`src/rtl/i2s_dac_tx_pkg.sv`:
```
// i2s_tx_pkg
// Shared widths, timing constants and types for the stereo I2S DAC transmitter.
// Holds the sample/slot geometry, the stereo-pair type carried by the FIFO,
// the transmitter start-up state enum and the frame packing helper.
package i2s_tx_pkg;

  localparam int SAMPLE_W  = 24;
  localparam int SLOT_W    = 32;
  localparam int FRAME_CYC = 4 * SLOT_W;
  localparam int PAD_W     = SLOT_W - SAMPLE_W - 1;
  localparam int PH_W      = $clog2(FRAME_CYC);
  localparam int FRAME_W   = 2 * SLOT_W;

  typedef struct packed {
    logic [SAMPLE_W-1:0] left;
    logic [SAMPLE_W-1:0] right;
  } stereo_pair_t;

  // ST_WARMUP covers the first frame after reset, whose closing boundary
  // emits silence without flagging an underrun.
  typedef enum logic {
    ST_WARMUP = 1'b0,
    ST_RUN    = 1'b1
  } tx_state_e;

  // Standard I2S layout: one idle bit after each word-select edge, then the
  // sample MSB first, then zero padding up to the end of the slot.
  function automatic logic [FRAME_W-1:0] pack_frame(input stereo_pair_t p);
    return {1'b0, p.left, {PAD_W{1'b0}}, 1'b0, p.right, {PAD_W{1'b0}}};
  endfunction

endpackage

```
`src/rtl/i2s_dac_tx_if.sv`:
```
// i2s_dac_tx_if
// Sample write bus between the pitch/sample producer and the I2S transmitter.
//   write            producer -> tx   push strobe
//   writedata_left   producer -> tx   left sample, two's complement
//   writedata_right  producer -> tx   right sample, two's complement
//   write_ready      tx -> producer   FIFO has room for another pair
interface i2s_dac_tx_if;
  import i2s_tx_pkg::*;

  logic                write;
  logic [SAMPLE_W-1:0] writedata_left;
  logic [SAMPLE_W-1:0] writedata_right;
  logic                write_ready;

  modport master (
    output write,
    output writedata_left,
    output writedata_right,
    input  write_ready
  );

  modport slave (
    input  write,
    input  writedata_left,
    input  writedata_right,
    output write_ready
  );

endinterface

```
`src/rtl/i2s_dac_tx_stereo_fifo2.sv`:
```
// stereo_fifo2
// Two-entry FIFO of stereo pairs that decouples the producer strobe from the
// fixed frame rate.
//   clk, reset  clock and asynchronous active-high reset
//   push        store push_data (caller guarantees count < 2)
//   push_data   pair to store
//   pop         retire the head pair (caller guarantees count > 0 or push)
//   head        oldest pair; when empty it forwards push_data so a pair
//               written on the very cycle of a pop can be consumed at once
//   count       number of stored pairs, 0..2
module stereo_fifo2
  import i2s_tx_pkg::*;
(
  input  logic         clk,
  input  logic         reset,
  input  logic         push,
  input  stereo_pair_t push_data,
  input  logic         pop,
  output stereo_pair_t head,
  output logic [1:0]   count
);

  stereo_pair_t mem_q [2];
  stereo_pair_t mem_d [2];
  logic         wr_ptr_q, wr_ptr_d;
  logic         rd_ptr_q, rd_ptr_d;
  logic [1:0]   count_q, count_d;

  // Pointer and occupancy update. A push and pop on an empty FIFO advance
  // both pointers together, so the pair passes straight through and the
  // occupancy stays zero.
  always_comb begin
    mem_d    = mem_q;
    wr_ptr_d = wr_ptr_q;
    rd_ptr_d = rd_ptr_q;
    count_d  = count_q;
    if (push) begin
      mem_d[wr_ptr_q] = push_data;
      wr_ptr_d        = ~wr_ptr_q;
    end
    if (pop) begin
      rd_ptr_d = ~rd_ptr_q;
    end
    case ({push, pop})
      2'b10:   count_d = count_q + 2'd1;
      2'b01:   count_d = count_q - 2'd1;
      default: count_d = count_q;
    endcase
  end

  // Storage and pointer registers.
  always_ff @(posedge clk or posedge reset) begin
    if (reset) begin
      for (int i = 0; i < 2; i++) begin
        mem_q[i] <= '0;
      end
      wr_ptr_q <= 1'b0;
      rd_ptr_q <= 1'b0;
      count_q  <= 2'd0;
    end else begin
      mem_q    <= mem_d;
      wr_ptr_q <= wr_ptr_d;
      rd_ptr_q <= rd_ptr_d;
      count_q  <= count_d;
    end
  end

  assign head  = (count_q == 2'd0) ? push_data : mem_q[rd_ptr_q];
  assign count = count_q;

endmodule

```
`src/rtl/i2s_dac_tx.sv`:
```
// i2s_dac_tx
// Stereo I2S transmitter. Generates bit clock and word select from slow_clk,
// buffers up to two stereo pairs and serialises one pair per 128-cycle frame.
//   slow_clk     block clock
//   reset        asynchronous, active-high
//   bus          sample write bus (slave side)
//   dac_bclk     bit clock, slow_clk / 2
//   dac_lrck     word select, 0 = left slot, 1 = right slot
//   dac_data     serial data, MSB first
//   frame_start  one-cycle pulse while the phase counter is 0
//   underrun     sticky: a frame boundary found no pair to send
//   overflow     sticky: a write arrived while the FIFO was full
module i2s_dac_tx
  import i2s_tx_pkg::*;
(
  input  logic        slow_clk,
  input  logic        reset,
  i2s_dac_tx_if.slave bus,
  output logic        dac_bclk,
  output logic        dac_lrck,
  output logic        dac_data,
  output logic        frame_start,
  output logic        underrun,
  output logic        overflow
);

  logic [PH_W-1:0]    ph_q, ph_d;
  logic [FRAME_W-1:0] shift_q, shift_d;
  tx_state_e          state_q, state_d;
  logic               frame_start_q, frame_start_d;
  logic               underrun_q, underrun_d;
  logic               overflow_q, overflow_d;

  logic               write_ready;
  logic               push;
  logic               pop;
  logic               avail;
  logic               boundary;
  logic [1:0]         fifo_count;
  stereo_pair_t       push_pair;
  stereo_pair_t       head_pair;

  assign write_ready     = (fifo_count != 2'd2);
  assign bus.write_ready = write_ready;
  assign push            = bus.write && write_ready;
  assign push_pair       = {bus.writedata_left, bus.writedata_right};
  assign boundary        = (ph_q == PH_W'(FRAME_CYC - 1));
  // A pair written on the boundary cycle itself counts as available.
  assign avail           = (fifo_count != 2'd0) || push;
  assign pop             = boundary && (state_q == ST_RUN) && avail;

  stereo_fifo2 u_fifo (
    .clk       (slow_clk),
    .reset     (reset),
    .push      (push),
    .push_data (push_pair),
    .pop       (pop),
    .head      (head_pair),
    .count     (fifo_count)
  );

  // Start-up tracking: leave warm-up at the first frame boundary.
  always_comb begin
    state_d = state_q;
    if (boundary) begin
      state_d = ST_RUN;
    end
  end

  // Phase, shift register and flag next-state. The frame load at the
  // 127 -> 0 wrap takes priority over the shift that would otherwise happen
  // on that odd -> even step.
  always_comb begin
    ph_d          = ph_q + PH_W'(1);
    shift_d       = shift_q;
    frame_start_d = boundary;
    underrun_d    = underrun_q;
    overflow_d    = overflow_q | (bus.write && !write_ready);
    if (boundary) begin
      if (pop) begin
        shift_d = pack_frame(head_pair);
      end else begin
        shift_d = '0;
        if (state_q == ST_RUN) begin
          underrun_d = 1'b1;
        end
      end
    end else if (ph_q[0]) begin
      shift_d = shift_q << 1;
    end
  end

  // State registers, all cleared asynchronously so a mid-frame reset
  // silences the outputs at once.
  always_ff @(posedge slow_clk or posedge reset) begin
    if (reset) begin
      ph_q          <= '0;
      shift_q       <= '0;
      state_q       <= ST_WARMUP;
      frame_start_q <= 1'b0;
      underrun_q    <= 1'b0;
      overflow_q    <= 1'b0;
    end else begin
      ph_q          <= ph_d;
      shift_q       <= shift_d;
      state_q       <= state_d;
      frame_start_q <= frame_start_d;
      underrun_q    <= underrun_d;
      overflow_q    <= overflow_d;
    end
  end

  assign dac_bclk    = ph_q[0];
  assign dac_lrck    = ph_q[PH_W-1];
  assign dac_data    = shift_q[FRAME_W-1];
  assign frame_start = frame_start_q;
  assign underrun    = underrun_q;
  assign overflow    = overflow_q;

endmodule
```
`src/flat_wrapper.sv`:
```
// flat-port wrapper written by rule: the top's interface ports become plain ports
module i2s_dac_tx_flat import i2s_tx_pkg::*;
  (slow_clk, reset, dac_bclk, dac_lrck, dac_data, frame_start, underrun, overflow, bus_write, bus_writedata_left, bus_writedata_right, bus_write_ready);
  i2s_dac_tx_if bus_i ();
  input  logic slow_clk;
  input  logic reset;
  output logic dac_bclk;
  output logic dac_lrck;
  output logic dac_data;
  output logic frame_start;
  output logic underrun;
  output logic overflow;
  input wire logic [$bits(bus_i.write)-1:0] bus_write;
  input wire logic [$bits(bus_i.writedata_left)-1:0] bus_writedata_left;
  input wire logic [$bits(bus_i.writedata_right)-1:0] bus_writedata_right;
  output wire logic [$bits(bus_i.write_ready)-1:0] bus_write_ready;
  assign bus_i.write = bus_write;
  assign bus_i.writedata_left = bus_writedata_left;
  assign bus_i.writedata_right = bus_writedata_right;
  assign bus_write_ready = bus_i.write_ready;
  i2s_dac_tx u_core (.slow_clk(slow_clk), .reset(reset), .bus(bus_i), .dac_bclk(dac_bclk), .dac_lrck(dac_lrck), .dac_data(dac_data), .frame_start(frame_start), .underrun(underrun), .overflow(overflow));
endmodule
```
`config.mk`:
```
export PLATFORM = sky130hd
export DESIGN_NAME = i2s_dac_tx_flat
export DESIGN_NICKNAME = d
export VERILOG_FILES = /design/src/rtl/i2s_dac_tx_pkg.sv /design/src/rtl/i2s_dac_tx_if.sv /design/src/rtl/i2s_dac_tx_stereo_fifo2.sv /design/src/rtl/i2s_dac_tx.sv /design/src/flat_wrapper.sv
export SDC_FILE = /design/constraint.sdc
export NUM_CORES = 1
export LEC_CHECK = 0
export CAP_MARGIN = 10
export CORE_UTILIZATION = 30
export DETAILED_ROUTE_END_ITERATION = 8
export GPL_ROUTABILITY_DRIVEN = 1
export PLACE_DENSITY = 0.52
export SYNTH_ARGS = -nofsm -noshare
export SYNTH_HDL_FRONTEND = slang
export SYNTH_SLANG_ARGS = --single-unit
```
`constraint.sdc`:
```
create_clock -name slow_clk -period 6.45 [get_ports slow_clk]
set_input_delay 1.29 -clock slow_clk [delete_from_list [all_inputs] [get_ports slow_clk]]
set_output_delay 1.29 -clock slow_clk [all_outputs]
set_load 0.01 [all_outputs]
```
==> results.tsv, run 1 <==
stage	metric	value	unit
placed_design	DP HPWL	10.0	mm
global_routing	vias in the first global route	5164	
finish	leading cell type in the layout, fill and taps excluded	dfrtp_1	
setup_path	Startpoint Class	input port	
flow_run	total of max-cap violations	0	
global_routing	gr ovfl total	0	
sta	Setup TNS	0	ns
floorplanning	die width	166	um
setup_path	Worst Path Arrival	3.72	ns
placed_design	port buffer count	57	
logic_synthesis	Synth Instances	609	
clock_tree	CTS tree	built	
sta	Final Skew	0.0128	ns
clock_tree	worst-skew pair later-pin latency	0.43	ns
clock_tree	Num CTS Buffers	17	
route	WL per Instance	16.8	um
logic_synthesis	Syn Nets	661	
global_routing	largest net degree at the start of global routing	77	
logic_synthesis	yosys warns	0	
sta	fin crit period	3.40	ns
logic_synthesis	Synth cell types	34	
sta	WHS	0.496	ns
floorplanning	Die Y	166	um
sta	worst-margin pin slew	1.06	ns
setup_path	crit-path max cell delay	0.60	ns
sta	Relative slew margins	28.8	%
clock_tree	# hold bufs at CTS	0	
setup_path	Crit Path Max Fanout	36	
sta	Slew Limit Fails	0	
outcome	status	finished with violations	
clock_tree	CTS H-tree lvls	4	
setup_path	Setup CP Type	input port to register	
worst_hold_path	Worst Hold Class	register to register	
sta	Final Hold Vio Count	0	
power_and_ir_drop	maximum VDD drop	0.164	mV
clock_tree	Clock Tree Root	clkbuf_16	
route	Top Layer Used	met4	
global_routing	initial antenna violation count	1	
route	First-pass DRT Iterations	6	
finish	filler instances	2531	
sta	Final setup viols	0	
finish	layout cells sized above 1	29.4	%
power_and_ir_drop	total power	3.66	mW
setup_path	CP endpoint kind	register	
sta	Tcrit/Tclk final	52.7	%
logic_synthesis	Yosys reg bits	168	
setup_path	Worst path slowest cell	nand3_2	
sta	FMAX	294	MHz
clock_tree	cts repair resizes	0	
setup_path	Worst Path Required	6.77	ns
finish	fin util	35.9	%
setup_path	CP cell instances	buf_2, buf_4, nand3_2, buf_4, mux2_4	
placed_design	RePlAce Congestion	0.700	
floorplanning	IO Count	58	
global_routing	GRT Util Overall	12.8	%
route	DRT antenna net count	0	
outcome	violated checks	DRC	
route	Routed WL	16.7	mm
clock_tree	CTS sink cnt	168	
route	DR iter-0 viols	134	
route	met2 wire length	7.87	mm
route	DRC	2	
logic_synthesis	register area share after synthesis	52.0	%
clock_tree	Clock Tree Buf Depth	2	
route	met3 WL	539	um
logic_synthesis	Syn Area/Cell	13.3	um^2
clock_tree	Clock transition at path regs	0.07	ns
setup_path	critical path buffer and inverter count	3	
finish	Area growth, synth to finish	16.6	%
sta	RSZ-0062 raised after global routing	false	
route	DR vias	4822	
finish	commonest cells after routing, fill and taps aside	dfrtp_1 (166), mux2i_1 (104), mux2_2 (104)	
route	metal1 wirelength	8.13	mm
floorplanning	core area	0.0263	mm^2
finish	layout net count	699	
global_routing	first-pass GRT wire length	27.8	mm
power_and_ir_drop	Power Dens Cells	388	mW/mm^2
logic_synthesis	Mapped Area	0.00808	mm^2
clock_tree	total setup buffers inserted after CTS	0	
setup_path	Top delay family on crit path	buffers and inverters	
floorplanning	Initial Util	30.8	%
setup_path	Most common cell on crit path	buf_4	
route	Vias per Instance	4.84	
floorplanning	DIE AREA	0.0276	mm^2
power_and_ir_drop	Pleak	4.38	nW
floorplanning	num rows	59	
==> report_power, final <==
part	switching, mW	internal (mW)
clock network	0.440	0.506
logic	0.431	0.732
registers	0.175	1.38
==> layout make-up <==
class / instances / area [um^2] / area share [%]
Antenna cell: 1 / 2.50 / 0.0265
Clock buffer: 19 / 443 / 4.70
Clock inverter: 13 / 96.3 / 1.02
Inverter: 4 / 20.0 / 0.212
Multi-Input combinational cell: 391 / 3610 / 38.3
Sequential cell: 168 / 4210 / 44.7
Tap cell: 335 / 419 / 4.45
Timing Repair Buffer: 65 / 626 / 6.64
==> cells in the mapped netlist <==
library cell / number / area (um^2)
dfrtp_1: 168 / 4200
mux2_2: 104 / 1170
mux2i_1: 104 / 1040
nand2_1: 51 / 191
o22ai_1: 48 / 300
mux2_4: 40 / 601
buf_2: 17 / 85.1
clkbuf_1: 17 / 63.8
nor2_1: 10 / 37.5
buf_6: 9 / 101
nand3_1: 6 / 30.0
xnor2_1: 5 / 43.8
inv_1: 4 / 15.0
buf_4: 3 / 22.5
nand4_1: 2 / 12.5
nor3_1: 2 / 10.0
xor2_1: 2 / 17.5
a31o_2: 1 / 8.76
a32o_1: 1 / 10.0
and3_1: 1 / 6.26
and4_1: 1 / 8.76
ha_1: 1 / 12.5
nand2b_1: 1 / 6.26
nand3_2: 1 / 10.0
nand3b_1: 1 / 7.51
nand3b_2: 1 / 11.3
nor2b_1: 1 / 6.26
nor3b_1: 1 / 7.51
o211ai_1: 1 / 7.51
o21ai_0: 1 / 5.00
o21bai_1: 1 / 7.51
o32ai_1: 1 / 8.76
or2_1: 1 / 6.26
or2_2: 1 / 6.26
==> state kept, by name (all words and copies together), names as in the netlist <==
| signal | flops |
|---|---|
| u_core.underrun | 1 |
| u_core.u_fifo.wr_ptr_q | 1 |
| u_core.u_fifo.mem_q | 96 |
| u_core.u_fifo.count | 2 |
| u_core.state_q | 1 |
| u_core.shift_q | 57 |
| u_core.overflow | 1 |
| u_core.ph_q | 7 |
| u_core.frame_start | 1 |
| u_core.u_fifo.rd_ptr_q | 1 |
==> worst paths after layout <==
kind,startpoint,end,slack (ns),depth (start not counted)
min in group asynchronous,reset,u_core.u_fifo.mem_q[14],1.37,2
max in group asynchronous,reset,u_core.u_fifo.rd_ptr_q,3.88,3
worst max register to register,u_core.u_fifo.count[0],u_core.u_fifo.mem_q[44],3.99,4
worst min-delay path,u_core.overflow,u_core.overflow,0.50,1
worst min register to register,u_core.overflow,u_core.overflow,0.50,1
worst max-delay path,bus_write,u_core.u_fifo.mem_q[0],3.05,5
==> per-stage QoR <==
step           worst slack (ns)  cells  instance area, um^2
5_1_grt                    2.91    995                 9420
4_1_cts                    3.04    995                 9420
2_1_floorplan             0.613    609                 8080
6_report                   3.05    996                 9430
3_5_place_dp               2.59    963                 8880
3_3_place_gp               2.66    963                 8880
==> kinds of logic (layout without fill, tap and decap cells) <==
family,Yosys count,count (layout),synth area share (%)
multiplexers,248,248,34.8
flip-flops,168,168,52.0
AND/OR/NAND/NOR,81,81,4.43
AO/OA/AOI/OAI,54,54,4.30
buffers and inverters,50,101,3.56
XOR/XNOR,7,7,0.758
adder cells (fa/ha/maj),1,1,0.155
other,0,1,0
==> worst reg2reg max path, stage by stage, from the launching register on <==
cell and delay, ns:
dfrtp_1 0.46, nand2b_1 0.36, nand3_2 0.52, buf_4 0.59, mux2_2 0.42
==> per-layer routing <==
layer | up-vias | global-route usage (%)
met5 | - | 0
met4 | 0 | 4.27
met3 | 12 | 3.03
met2 | 62 | 20.2
met1 | 2468 | 17.3
li1 | 2280 | -
(Power assumes the default switching activity.)
==> run 2: changes to the inputs <==
==> constraint.sdc (replaced) <==
create_clock -name slow_clk -period 3.4 [get_ports slow_clk]
set_input_delay 0.68 -clock slow_clk [delete_from_list [all_inputs] [get_ports slow_clk]]
set_output_delay 0.68 -clock slow_clk [all_outputs]
set_load 0.01 [all_outputs]
==> run 2 against run 1 <==
Compared with the run above:
- the flow still finishes with violations (DRC)
- global-route usage is essentially flat
- register-to-register slack worse by 3.0 ns
- worst hold slack worse by 0.0066 ns
- first-iteration DRC count increased by 20%
- clock skew is 0.0035 ns lower
- clock power up 120%
- worst setup slack worse by 2.2 ns
- via count is 1.2% higher
- sequential cell count stayed put
- routed wire length up 0.67%
- final area up 1.8%
- core utilization up 0.64 points
- critical path type is now register to output port
- largest cell class unchanged
==> results.tsv, run 2 (same netlist as run 1, synthesis figures left out) <==
stage	metric	value	unit	change
outcome	status	finished with violations		unchanged
outcome	violated checks	DRC		unchanged
finish	layout net count	702		was 699
sta	Final Hold Vio Count	0		unchanged
sta	Worst Setup Slack, final	0.880	ns	was 3.05 ns
sta	RSZ-0062 raised after global routing	false		unchanged
setup_path	Startpoint Class	register		was input port
floorplanning	Initial Util	30.8	%	unchanged
setup_path	critical path buffer and inverter count	1		was 3
sta	Slew Limit Fails	0		unchanged
setup_path	Crit Path Max Fanout	8		was 36
finish	n_diodes	0		was 1
setup_path	Critical Path Start	u_core.u_fifo.count[0]		was bus_write
clock_tree	CTS sink cnt	168		unchanged
route	DR iter-0 viols	161		was 134
worst_hold_path	Worst Hold Class	register to register		unchanged
finish	Register Area	0.00421	mm^2	unchanged
placed_design	RePlAce Congestion	0.705		was 0.700
finish	layout cells sized above 1	29.5	%	was 29.4%
placed_design	pre-CTS setup slack	0.827	ns	was 2.59 ns
placed_design	Placement Cell Area	0.00897	mm^2	was 0.00888 mm^2
floorplanning	num rows	59		unchanged
finish	most flop-heavy register	u_core.u_fifo.mem_q		unchanged
finish	Regs by FF count	u_core.u_fifo.mem_q x96, u_core.shift_q x57, u_core.ph_q x7		unchanged
global_routing	gr ovfl total	0		unchanged
sta	Final setup viols	0		unchanged
route	WL per Instance	16.9	um	was 16.8 um
power_and_ir_drop	Pleak	4.47	nW	was 4.38 nW
finish	max reg flops	96		unchanged
floorplanning	IO Count	58		unchanged
clock_tree	Clock transition at path regs	0.07	ns	about the same
route	DRC	1		was 2
setup_path	RR Startpoint	u_core.u_fifo.count[0]		unchanged
setup_path	Worst Path Arrival	1.84	ns	was 3.72 ns
clock_tree	Clock Tree Buf Depth	2		unchanged
sta	worst-margin pin slew	1.03	ns	was 1.06 ns
route	DRT antenna net count	0		unchanged
worst_hold_path	min-delay src	u_core.state_q		was u_core.overflow
power_and_ir_drop	Power Dens Cells	752	mW/mm^2	was 388 mW/mm^2
setup_path	Setup CP Type	register to output port		was input port to register
floorplanning	core area	0.0263	mm^2	unchanged
clock_tree	cts repair resizes	0		unchanged
placed_design	port buffer count	57		unchanged
finish	filler instances	2570		was 2531
clock_tree	# hold bufs at CTS	0		unchanged
finish	leading cell type in the layout, fill and taps excluded	dfrtp_1		unchanged
clock_tree	Clock Tree Root	clkbuf_16		unchanged
placed_design	DP HPWL	10.2	mm	was 10.0 mm
route	Routed WL	16.8	mm	was 16.7 mm
floorplanning	die width	166	um	unchanged
route	First-pass DRT Iterations	6		unchanged
clock_tree	Num CTS Buffers	17		unchanged
sta	Final Skew	0.00937	ns	was 0.0128 ns
power_and_ir_drop	maximum VDD drop	0.286	mV	was 0.164 mV
setup_path	Top delay family on crit path	buffers and inverters		unchanged
clock_tree	CTS tree	built		unchanged
global_routing	initial antenna violation count	0		was 1
global_routing	vias in the first global route	5419		was 5164
clock_tree	worst-skew pair later-pin latency	0.42	ns	was 0.43 ns
global_routing	largest net degree at the start of global routing	66		was 77
route	Vias per Instance	4.89		was 4.84
setup_path	Worst Path Required	2.72	ns	was 6.77 ns
setup_path	crit-path max cell delay	0.61	ns	was 0.60 ns
global_routing	first-pass GRT wire length	28.4	mm	was 27.8 mm
sta	FMAX	397	MHz	
sta	Setup TNS	0	ns	unchanged
setup_path	Worst path slowest cell	clkdlybuf4s50_1		was nand3_2
setup_path	CP cell instances	nand2b_1, clkdlybuf4s50_1		was buf_2, buf_4, nand3_2, buf_4, mux2_4
finish	Design Area, Final	0.00959	mm^2	was 0.00943 mm^2
floorplanning	Die Y	166	um	unchanged
finish	Area growth, synth to finish	18.7	%	was 16.6%
floorplanning	DIE AREA	0.0276	mm^2	unchanged
route	DR vias	4879		was 4822
clock_tree	CTS H-tree lvls	4		unchanged
setup_path	CP endpoint kind	output port		was register
global_routing	GRT Util Overall	12.9	%	was 12.8%
finish	commonest cells after routing, fill and taps aside	dfrtp_1 (166), mux2i_1 (104), mux2_2 (104)		unchanged
sta	fin crit period	2.52	ns	
finish	footprint of the multi-input gates	0.00360	mm^2	was 0.00361 mm^2
sta	Tcrit/Tclk final	74.1	%	
flow_run	total of max-cap violations	0		unchanged
clock_tree	total setup buffers inserted after CTS	0		unchanged
sta	Relative slew margins	31.5	%	was 28.8%
-- run 2: cell type report --
class / instances / share of cell area (%)
Inverter: 4 / 0.196
Clock buffer: 22 / 4.94
Clock inverter: 9 / 1.54
Multi-Input combinational cell: 391 / 37.5
Tap cell: 335 / 4.37
Sequential cell: 168 / 43.9
Timing Repair Buffer: 68 / 7.54
-- run 2: power breakdown --
group	internal (mW)	switching [mW]	total, mW
Combinational	1.40	0.811	2.21
Sequential	2.61	0.342	2.95
Clock	1.28	0.769	2.05
Total	5.29	1.92	7.21
-- run 2: layer usage --
layer	wire length, um	global-route usage [%]	part of all wire (%)	vias up
met1	8160	17.2	48	2526
met2	8040	21.0	48	66
met4	196	4.23	1.2	0
met5	0	0	0	-
li1	-	-	-	2271
met3	457	2.50	2.7	16
-- run 2: final timing paths --
kind | end | slack, ns | cells after the start
min in group asynchronous | u_core.u_fifo.mem_q[51] | 0.53 | 2
min reg2reg | u_core.state_q | 0.49 | 1
max | bus_write_ready | 0.88 | 2
max in group asynchronous | u_core.ph_q[0] | 2.26 | 3
min | u_core.state_q | 0.49 | 1
max reg2reg | u_core.u_fifo.mem_q[18] | 0.96 | 4
-- run 2: metrics by stage --
stage / hold WS [ns] / instances / power, mW / utilization (%)
2_1_floorplan: 0.456 / 609 / 4.79 / -
3_3_place_gp: 0.473 / 966 / 5.12 / 34.1
3_5_place_dp: 0.477 / 966 / 5.22 / 34.1
4_1_cts: 0.493 / 997 / 7.30 / 36.5
5_1_grt: 0.507 / 997 / 7.61 / 36.5
6_report: 0.490 / 997 / 7.21 / 36.5
